File: config.mk
export PLATFORM = sky130hd
export DESIGN_NAME = simon2share_loader
export DESIGN_NICKNAME = d
export VERILOG_FILES = /design/src/rtl/simon2share_pkg.sv /design/src/rtl/simon2share_piso.sv /design/src/rtl/simon2share_loader.sv
export SDC_FILE = /design/constraint.sdc
export NUM_CORES = 2
export LEC_CHECK = 0
export CAP_MARGIN = 40
export CORE_AREA = 2 2 307 309
export DETAILED_ROUTE_END_ITERATION = 6
export DIE_AREA = 0 0 309 311
export DONT_BUFFER_PORTS = 1
export GPL_ROUTABILITY_DRIVEN = 0
export PLACE_DENSITY = 0.49
export SETUP_SLACK_MARGIN = 0.5
export SYNTH_ARGS = -nofsm -noshare
export SYNTH_HDL_FRONTEND = slang
export SYNTH_SLANG_ARGS = --single-unit
File: constraint.sdc
create_clock -name clk -period 33 [get_ports clk]
set_input_delay 3.3 -clock clk [delete_from_list [all_inputs] [get_ports clk]]
set_output_delay 3.3 -clock clk [all_outputs]
set_load 0.1 [all_outputs]
File: src/rtl/simon2share_pkg.sv
// Shared types and constants for the two-share Simon 128/128 serial loader.
package simon2share_pkg;

  localparam int BLK_W  = 128;
  localparam int KEY_W  = 128;
  localparam int PISO_W = BLK_W + KEY_W;

  // Phase codes driven on data_rdy towards the core.
  localparam logic [1:0] RDY_IDLE = 2'b00;
  localparam logic [1:0] RDY_KEY  = 2'b10;
  localparam logic [1:0] RDY_PT   = 2'b01;
  localparam logic [1:0] RDY_RUN  = 2'b11;

  typedef enum logic [1:0] {
    ST_IDLE = 2'd0,
    ST_KEY  = 2'd1,
    ST_PT   = 2'd2,
    ST_RUN  = 2'd3
  } state_t;

endpackage

File: src/rtl/simon2share_piso.sv
// Single-share parallel-in serial-out register holding {pt, key}.
// The key sits in the low half so it leaves first, LSB first, followed by
// the plaintext. Zeros shift in from the top, so the tap reads 0 once the
// whole word has been sent.
module simon2share_piso
  import simon2share_pkg::*;
(
  input  logic              clk,
  input  logic              rst,
  input  logic              load,
  input  logic              shift,
  input  logic [PISO_W-1:0] din,
  output logic              tap
);

  logic [PISO_W-1:0] sreg;

  // Load has priority; otherwise shift right by one bit per cycle.
  always_ff @(posedge clk or posedge rst) begin
    if (rst) begin
      sreg <= '0;
    end else if (load) begin
      sreg <= din;
    end else if (shift) begin
      sreg <= {1'b0, sreg[PISO_W-1:1]};
    end
  end

  assign tap = sreg[0];

endmodule

File: src/rtl/simon2share_loader.sv
// Host-side serial driver for the two-share Simon 128/128 core.
// Handshake: start is a request sampled only in IDLE (a start while busy is
// dropped, never queued); the core sees a bit on data_ina/data_inb every
// cycle that data_rdy carries KEY or PT, and answers with a core_done level
// that is only honoured in RUN. ct_valid and err are single-cycle strobes.
// Shares A and B travel through separate registers and are never combined.
module simon2share_loader
  import simon2share_pkg::*;
#(
  parameter int RUN_TIMEOUT = 4096,
  parameter int CNT_W       = 13
) (
  input  logic             clk,
  input  logic             rst,
  input  logic             start,
  input  logic [KEY_W-1:0] key_a,
  input  logic [KEY_W-1:0] key_b,
  input  logic [BLK_W-1:0] pt_a,
  input  logic [BLK_W-1:0] pt_b,
  output logic             data_ina,
  output logic             data_inb,
  output logic [1:0]       data_rdy,
  input  logic [BLK_W-1:0] cipher_in,
  input  logic             core_done,
  output logic [BLK_W-1:0] ct_out,
  output logic             ct_valid,
  output logic             busy,
  output logic             err,
  output state_t           dbg_state
);

  localparam logic [CNT_W-1:0] RUN_LAST = CNT_W'(RUN_TIMEOUT - 1);

  state_t           state;
  logic [6:0]       bit_cnt;
  logic [CNT_W-1:0] run_cnt;
  logic             piso_load;
  logic             piso_shift;

  assign piso_load  = (state == ST_IDLE) && start;
  assign piso_shift = (state == ST_KEY) || (state == ST_PT);
  assign dbg_state  = state;

  simon2share_piso u_piso_a (
    .clk   (clk),
    .rst   (rst),
    .load  (piso_load),
    .shift (piso_shift),
    .din   ({pt_a, key_a}),
    .tap   (data_ina)
  );

  simon2share_piso u_piso_b (
    .clk   (clk),
    .rst   (rst),
    .load  (piso_load),
    .shift (piso_shift),
    .din   ({pt_b, key_b}),
    .tap   (data_inb)
  );

  // Phase sequencing, bit/timeout counting and ciphertext capture.
  always_ff @(posedge clk or posedge rst) begin
    if (rst) begin
      state    <= ST_IDLE;
      data_rdy <= RDY_IDLE;
      bit_cnt  <= '0;
      run_cnt  <= '0;
      ct_out   <= '0;
      ct_valid <= 1'b0;
      busy     <= 1'b0;
      err      <= 1'b0;
    end else begin
      ct_valid <= 1'b0;
      err      <= 1'b0;
      case (state)
        ST_IDLE: begin
          if (start) begin
            state    <= ST_KEY;
            data_rdy <= RDY_KEY;
            busy     <= 1'b1;
            bit_cnt  <= '0;
          end
        end
        ST_KEY: begin
          bit_cnt <= bit_cnt + 7'd1;
          if (bit_cnt == 7'd127) begin
            state    <= ST_PT;
            data_rdy <= RDY_PT;
          end
        end
        ST_PT: begin
          bit_cnt <= bit_cnt + 7'd1;
          if (bit_cnt == 7'd127) begin
            state    <= ST_RUN;
            data_rdy <= RDY_RUN;
            run_cnt  <= '0;
          end
        end
        ST_RUN: begin
          if (core_done) begin
            ct_out   <= cipher_in;
            ct_valid <= 1'b1;
            state    <= ST_IDLE;
            data_rdy <= RDY_IDLE;
            busy     <= 1'b0;
          end else if (run_cnt == RUN_LAST) begin
            err      <= 1'b1;
            state    <= ST_IDLE;
            data_rdy <= RDY_IDLE;
            busy     <= 1'b0;
          end else begin
            run_cnt <= run_cnt + {{(CNT_W-1){1'b0}}, 1'b1};
          end
        end
        default: begin
          state    <= ST_IDLE;
          data_rdy <= RDY_IDLE;
          busy     <= 1'b0;
        end
      endcase
    end
  end

endmodule

* Word-level counts from Yosys, hierarchy flattened
Index checks and enable logic that the tools add are counted.
** Word-level totals
- Output and inout port bits :: 137
- Word-level logic and storage cells :: 64
- Input port bits :: 644
- Register bits after elaboration :: 667
** Operators by class
- Equality and inequality tests :: 11
- Reductions and logical operators :: 13
- Mux-type cells :: 28
- Add/subtract/negate cells :: 2
** Operators with widths (count)
- $mux W256 :: 4
- $mux W13 :: 3
- $pmux W13 S2 :: 1
- $pmux W2 S4 :: 2
- $mux W2 :: 7
- $pmux W7 S2 :: 1
- $add A13 B1 Y13 const B :: 1
- $eq A13 B12 Y1 const B :: 1
- $mux W1 :: 8
- $reduce_and A4 Y1 :: 2
- $reduce_bool A2 Y1 :: 4
- $add A7 B1 Y7 const B :: 1
- $eq A7 B7 Y1 const B :: 1
- $mux W7 :: 1
- $ne A2 B2 Y1 const B :: 3
- $eq A2 B2 Y1 const B :: 2
- $ne A2 B1 Y1 const B :: 2
- $reduce_and A2 Y1 :: 2
- $ne A3 B3 Y1 const B :: 1
- $reduce_and A3 Y1 :: 1
- $eq A2 B1 Y1 const B :: 1
- $logic_not A2 Y1 :: 1
- $pmux W1 S2 :: 1
- $reduce_or A2 Y1 :: 1
- 2 further kinds :: 2

* Depth between registers and ports, before layout
- Word-level depth :: 4
- Mapped depth :: 10
- Depth with buffers taken out :: 7

* By module
From an unflattened synthesis, not the netlist that was laid out.
** Second synthesis, totals
- Cells, all modules :: 2651
- Area, all modules :: 30003.8 sq um
** By module, submodules not included
- simon2share_piso :: times used 2, cells an instance 1111, sequential area each 6406.1 sq um, area each 11906.4 sq um
- simon2share_loader :: times used 1, cells an instance 429, sequential area each 3828.7 sq um, area each 6190.9 sq um

* Worst setup path before layout
Ideal clock, no wire load.
- Path type :: reg2out
- Start point :: register, netlist name data_rdy[0]
- End point :: output dbg_state[1]
- Slack :: 28307 ps
- Data required time :: 29700 ps
- Buffers on the path :: 1
- Data arrival time :: 1393 ps
- Cell stages (with the launch flop) :: 2
- Cell sequence :: dfrtp_1 > buf_4
** RTL lines
- end, declared :: line simon2share_loader.sv:29 : output state_t dbg_state

* Worst setup path in the final report
- Start point :: input start
- End point :: register u_piso_b.sreg[152]
** On the way
- Word-level cells in the longest chain between the ends :: 2
- Elaborated cells on any way between the ends :: 3
- Classes of those cells :: 1 x mux; 2 x reduce/logical
** RTL lines
- start, declared :: line simon2share_loader.sv:15 : input logic start,
- $logic_and A1 B1 Y1 * :: line simon2share_loader.sv:40 : assign piso_load = (state == ST_IDLE) && start;
- $mux W256 or $reduce_bool A2 Y1 (tied branches)
- end signal, assigned :: line simon2share_piso.sv:23 : sreg <= din;
- end signal, assigned :: line simon2share_piso.sv:25 : sreg <= {1'b0, sreg[PISO_W-1:1]};
- end, declared :: line simon2share_piso.sv:16 : logic [PISO_W-1:0] sreg;
Every way passes the cells marked *; elsewhere a longest branch is shown, timed or not.
A chain may end at the register's enable or synchronous reset.

==> results.yml <==
setup_path:
  worst-r2r-setup-slack_ps: 27940
  worst_ep_arrival_time_ps: 6100
  critical_path.max_fanout: 111
  cell_type_group_with_the_largest_total_delay_on_the_critical_path: "buffers and inverters"
  worst_ep_required_time_ps: 33450
  criticalPathCategory: "in -> reg"
  critPathMostFrequentCell: "sky130_fd_sc_hd__buf_4"
  worstReg2RegEnd: "u_piso_b.sreg[42]"
  cp_slowest_stage_delay_ps: 820
  worstPathBufferInverterCount: 3
  sequence_of_cells_on_the_critical_path: "and2_4, buf_4, buf_4, buf_4, o21ai_0"
  rr_worst_depth: 8
  r2r-start: "dbg_state[0]"
  worst_setup_path_end_kind: "flip-flop"
  critical_path.startpoint_type: "input port"
  worst_path_max_delay_cell: "sky130_fd_sc_hd__buf_4"
grt:
  grt_pass1_vias: 20800
  track_usage_pct: 16.4
  grt.overflow.total: 0
  grt_first_pass_wirelength_mm: 123
  maximum_number_of_pins_on_one_net_before_global_route_repair: 264
  initial_antenna_violation_count: 23
flow_run:
  cap_viol_max_count: 0
pwr:
  seq_power_share_pct: 32.4
  cell_internal_pwr_w: 0.00289
  switching_share_pct: 42.3
  power_leakage_nw: 16.0
  powerDensity_nw_per_um2: 137
  ir_worst_vdd_uv: 126
  p_clk_share_pct: 17.3
  comb_power_share_pct: 50.3
  net_sw_power_w: 0.00212
  totalPowerFinal_w: 0.00501
sta:
  finalCritPeriodShare_pct: 17.1
  tightestPinTransition_ps: 1200
  slew_headroom_pct: 20.3
  max_freq_ghz: 0.177
  layout_setup_ws_ps: 27350
  report.final.hold_viol_count: 0
  rsz_0062_raised_after_global_routing: "no"
  fin_setup_tns_ps: 0
  final_min_period_ps: 5650
  maxSlewViolCount: 0
  setup-violations-final: 0
  finalClockSkew_ps: 16.5
clocking:
  cts_inserted_buffers: 76
  clk-insertion-delay-late_ps: 630
  cts_tree: "done"
  cts.sink_count: 665
  post_cts_resize_count: 0
  cts_setup_buffers: 0
  cts_hold_buffers: 0
  clock_tree.buffer_depth: 3
  cts_htree_levels: 3
  cts.root.buffer_cell: "sky130_fd_sc_hd__clkbuf_16"
  clock_pin_slew_on_the_worst_setup_and_hold_paths_ps: 60
cells_and_area:
  filler_cell_count: 8836
  area.growth.synth_to_final_pct: 24.0
  fin_area_um2: 36400
  post_route_cells_drive_above_1_share_pct: 15.0
  post-route-util_pct: 39.3
  nets: 3341
logic_synthesis:
  yosysUniqueCellTypes: 49
  instance_count_of_the_mapped_netlist: 2662
  synthArstFlopShare_pct: 100
  synth-seq-area-share_pct: 56.6
  synth_edf_count: 0
  synth.ff_latch_count: 665
  synth_flop_cell: "sky130_fd_sc_hd__dfrtp_1"
  synth_nets: 3313
  avg_synthesized_cell_area_um2: 11.0
  yosys_warnings: 0
  synth_area_um2: 29400
routing:
  routed-via-count: 19700
  post_drt_via_cell_ratio: 4.90
  dr.pass1.iters: 5
  avgRoutedWirePerCell_um: 20.1
  postRouteWirelength_mm: 80.8
  drt_first_iter_violations: 1386
  antenna_left: 0
  drc_errors: 0
die:
  pin_count: 781
  die_height_um: 311
  design.die.area_um2: 96100
  floorplan.initialDensity_pct: 31.7
  fp.coreArea_um2: 92800
  floorplan.die.width_um: 309
  std_cell_rows: 112
place:
  dp_hpwl_mm: 57.7
  detailed_place.area_um2: 33500
  dpl_worst_slack_ps: 26720
  io_buffers: 0
outcome:
  status: "completed"
min_path:
  whs_endpoint: "u_piso_a.sreg[255]"
  worstHoldPathCells: 2
  worstHoldStart: "u_piso_a.sreg[255]"
  min-delay-path-class: "reg -> reg"
[worst reg2reg max path, delay by kind of cell (launching register included)]
family | cells | cell delay, ps
DFF | 1 | 790
muxes | 1 | 280
buffers and inverters | 5 | 3070
adders and majority gates | 1 | 650
AOI/OAI and AO/OA | 1 | 100
[power by group through the flow]
stage	clock network (W)	logic [W]	registers, W
2_1_floorplan	0	0.00131	0.00203
3_3_place_gp	0	0.00146	0.00213
3_5_place_dp	0	0.00244	0.00169
4_1_cts	0.000895	0.00244	0.00168
5_1_grt	0.000929	0.00272	0.00167
6_report	0.000867	0.00252	0.00162
[per-layer routing]
| metal | up-vias | GRT usage, % | share of wire (%) |
|---|---|---|---|
| li1 | 9301 | - | - |
| met4 | 8 | 6.90 | 2.9 |
| met1 | 9653 | 18.5 | 38 |
| met2 | 572 | 27.8 | 51 |
| met5 | - | 0 | 0.063 |
| met3 | 137 | 5.82 | 8.3 |
[registers in the layout, indices dropped and copies added (netlist names)]
register / flops
bit_cnt: 7
run_cnt: 13
data_rdy: 1
u_piso_a.sreg: 256
ct_out: 128
u_piso_b.sreg: 256
err: 1
busy: 1
ct_valid: 1
dbg_state: 1
[cell families after synthesis]
| group | Yosys count | synth area share, % |
|---|---|---|
| simple gates | 589 | 7.93 |
| xor+xnor | 2 | 0.0596 |
| fa+ha+maj | 7 | 0.298 |
| flops | 665 | 56.6 |
| buf+inv | 203 | 2.98 |
| mux | 642 | 22.4 |
| compound gates | 554 | 9.70 |
[synth_stat cells (2+ instances only)]
library cell | n | share of area (%)
sky130_fd_sc_hd__xnor2_1 | 2 | 0.060
sky130_fd_sc_hd__dfrtp_1 | 665 | 57
sky130_fd_sc_hd__a2bb2oi_1 | 2 | 0.060
sky130_fd_sc_hd__and3_1 | 3 | 0.064
sky130_fd_sc_hd__buf_4 | 2 | 0.051
sky130_fd_sc_hd__and2_1 | 3 | 0.064
sky130_fd_sc_hd__a21oi_1 | 9 | 0.15
sky130_fd_sc_hd__nand3b_1 | 2 | 0.051
sky130_fd_sc_hd__nand4_1 | 4 | 0.085
sky130_fd_sc_hd__or3_1 | 2 | 0.043
sky130_fd_sc_hd__o21ai_0 | 521 | 8.9
sky130_fd_sc_hd__mux2i_1 | 512 | 17
sky130_fd_sc_hd__a22o_1 | 3 | 0.089
sky130_fd_sc_hd__nand3_1 | 10 | 0.17
sky130_fd_sc_hd__mux2_2 | 130 | 5.0
sky130_fd_sc_hd__inv_1 | 6 | 0.077
sky130_fd_sc_hd__o21bai_1 | 3 | 0.077
sky130_fd_sc_hd__nand2b_1 | 5 | 0.11
sky130_fd_sc_hd__clkbuf_1 | 116 | 1.5
sky130_fd_sc_hd__nor2_1 | 9 | 0.11
sky130_fd_sc_hd__nor4b_1 | 2 | 0.060
sky130_fd_sc_hd__buf_6 | 2 | 0.077
sky130_fd_sc_hd__nor3b_1 | 2 | 0.051
sky130_fd_sc_hd__nand2_1 | 535 | 6.8
sky130_fd_sc_hd__nor3_1 | 5 | 0.085
sky130_fd_sc_hd__ha_1 | 7 | 0.30
sky130_fd_sc_hd__buf_1 | 4 | 0.051
sky130_fd_sc_hd__o31ai_1 | 3 | 0.077
sky130_fd_sc_hd__buf_2 | 73 | 1.2
[cell type report]
| class | instances | area (um2) | area share (%) |
|---|---|---|---|
| multi-input combinational | 1794 | 11900 | 32.6 |
| sequential | 665 | 16600 | 45.7 |
| timing repair buffer | 147 | 3690 | 10.1 |
| clock buffer | 104 | 2190 | 6.01 |
| inverter | 6 | 30.0 | 0.0824 |
| clock inverter | 32 | 375 | 1.03 |
| antenna | 16 | 40.0 | 0.110 |
| tap | 1254 | 1570 | 4.31 |
[how the worst max path moves through the flow]
stage | from | end | slack (ps) | depth (start not counted)
detailed placement | rst | u_piso_b.sreg[71] | 26720 | 5
global placement | start | u_piso_b.sreg[96] | 26170 | 5
floorplan | rst | bit_cnt[0] | 11060 | 1
CTS | start | u_piso_b.sreg[152] | 27410 | 5
finish | start | u_piso_b.sreg[152] | 27350 | 5
global route | rst | u_piso_a.sreg[163] | 27010 | 5
[metrics by stage]
| stage | std cells | hold WS [ps] |
|---|---|---|
| detailed placement | 3854 | 495 |
| floorplan | 2662 | 475 |
| finish | 4018 | 510 |
| CTS | 3990 | 512 |
| global placement | 3739 | 496 |
| global route | 4018 | 522 |
[cell usage in the layout, fill, tap and decap left out, drive strengths merged, types with 9 or more instances in the layout]
cell type,n
inv,11
o21ai,521
clkbuf,104
clkinv,19
nand2,535
nor2,9
mux2,130
diode,16
dfrtp,665
nand3,10
mux2i,512
a21oi,10
buf,147
No activity file was read; power rests on OpenSTA's default activity.
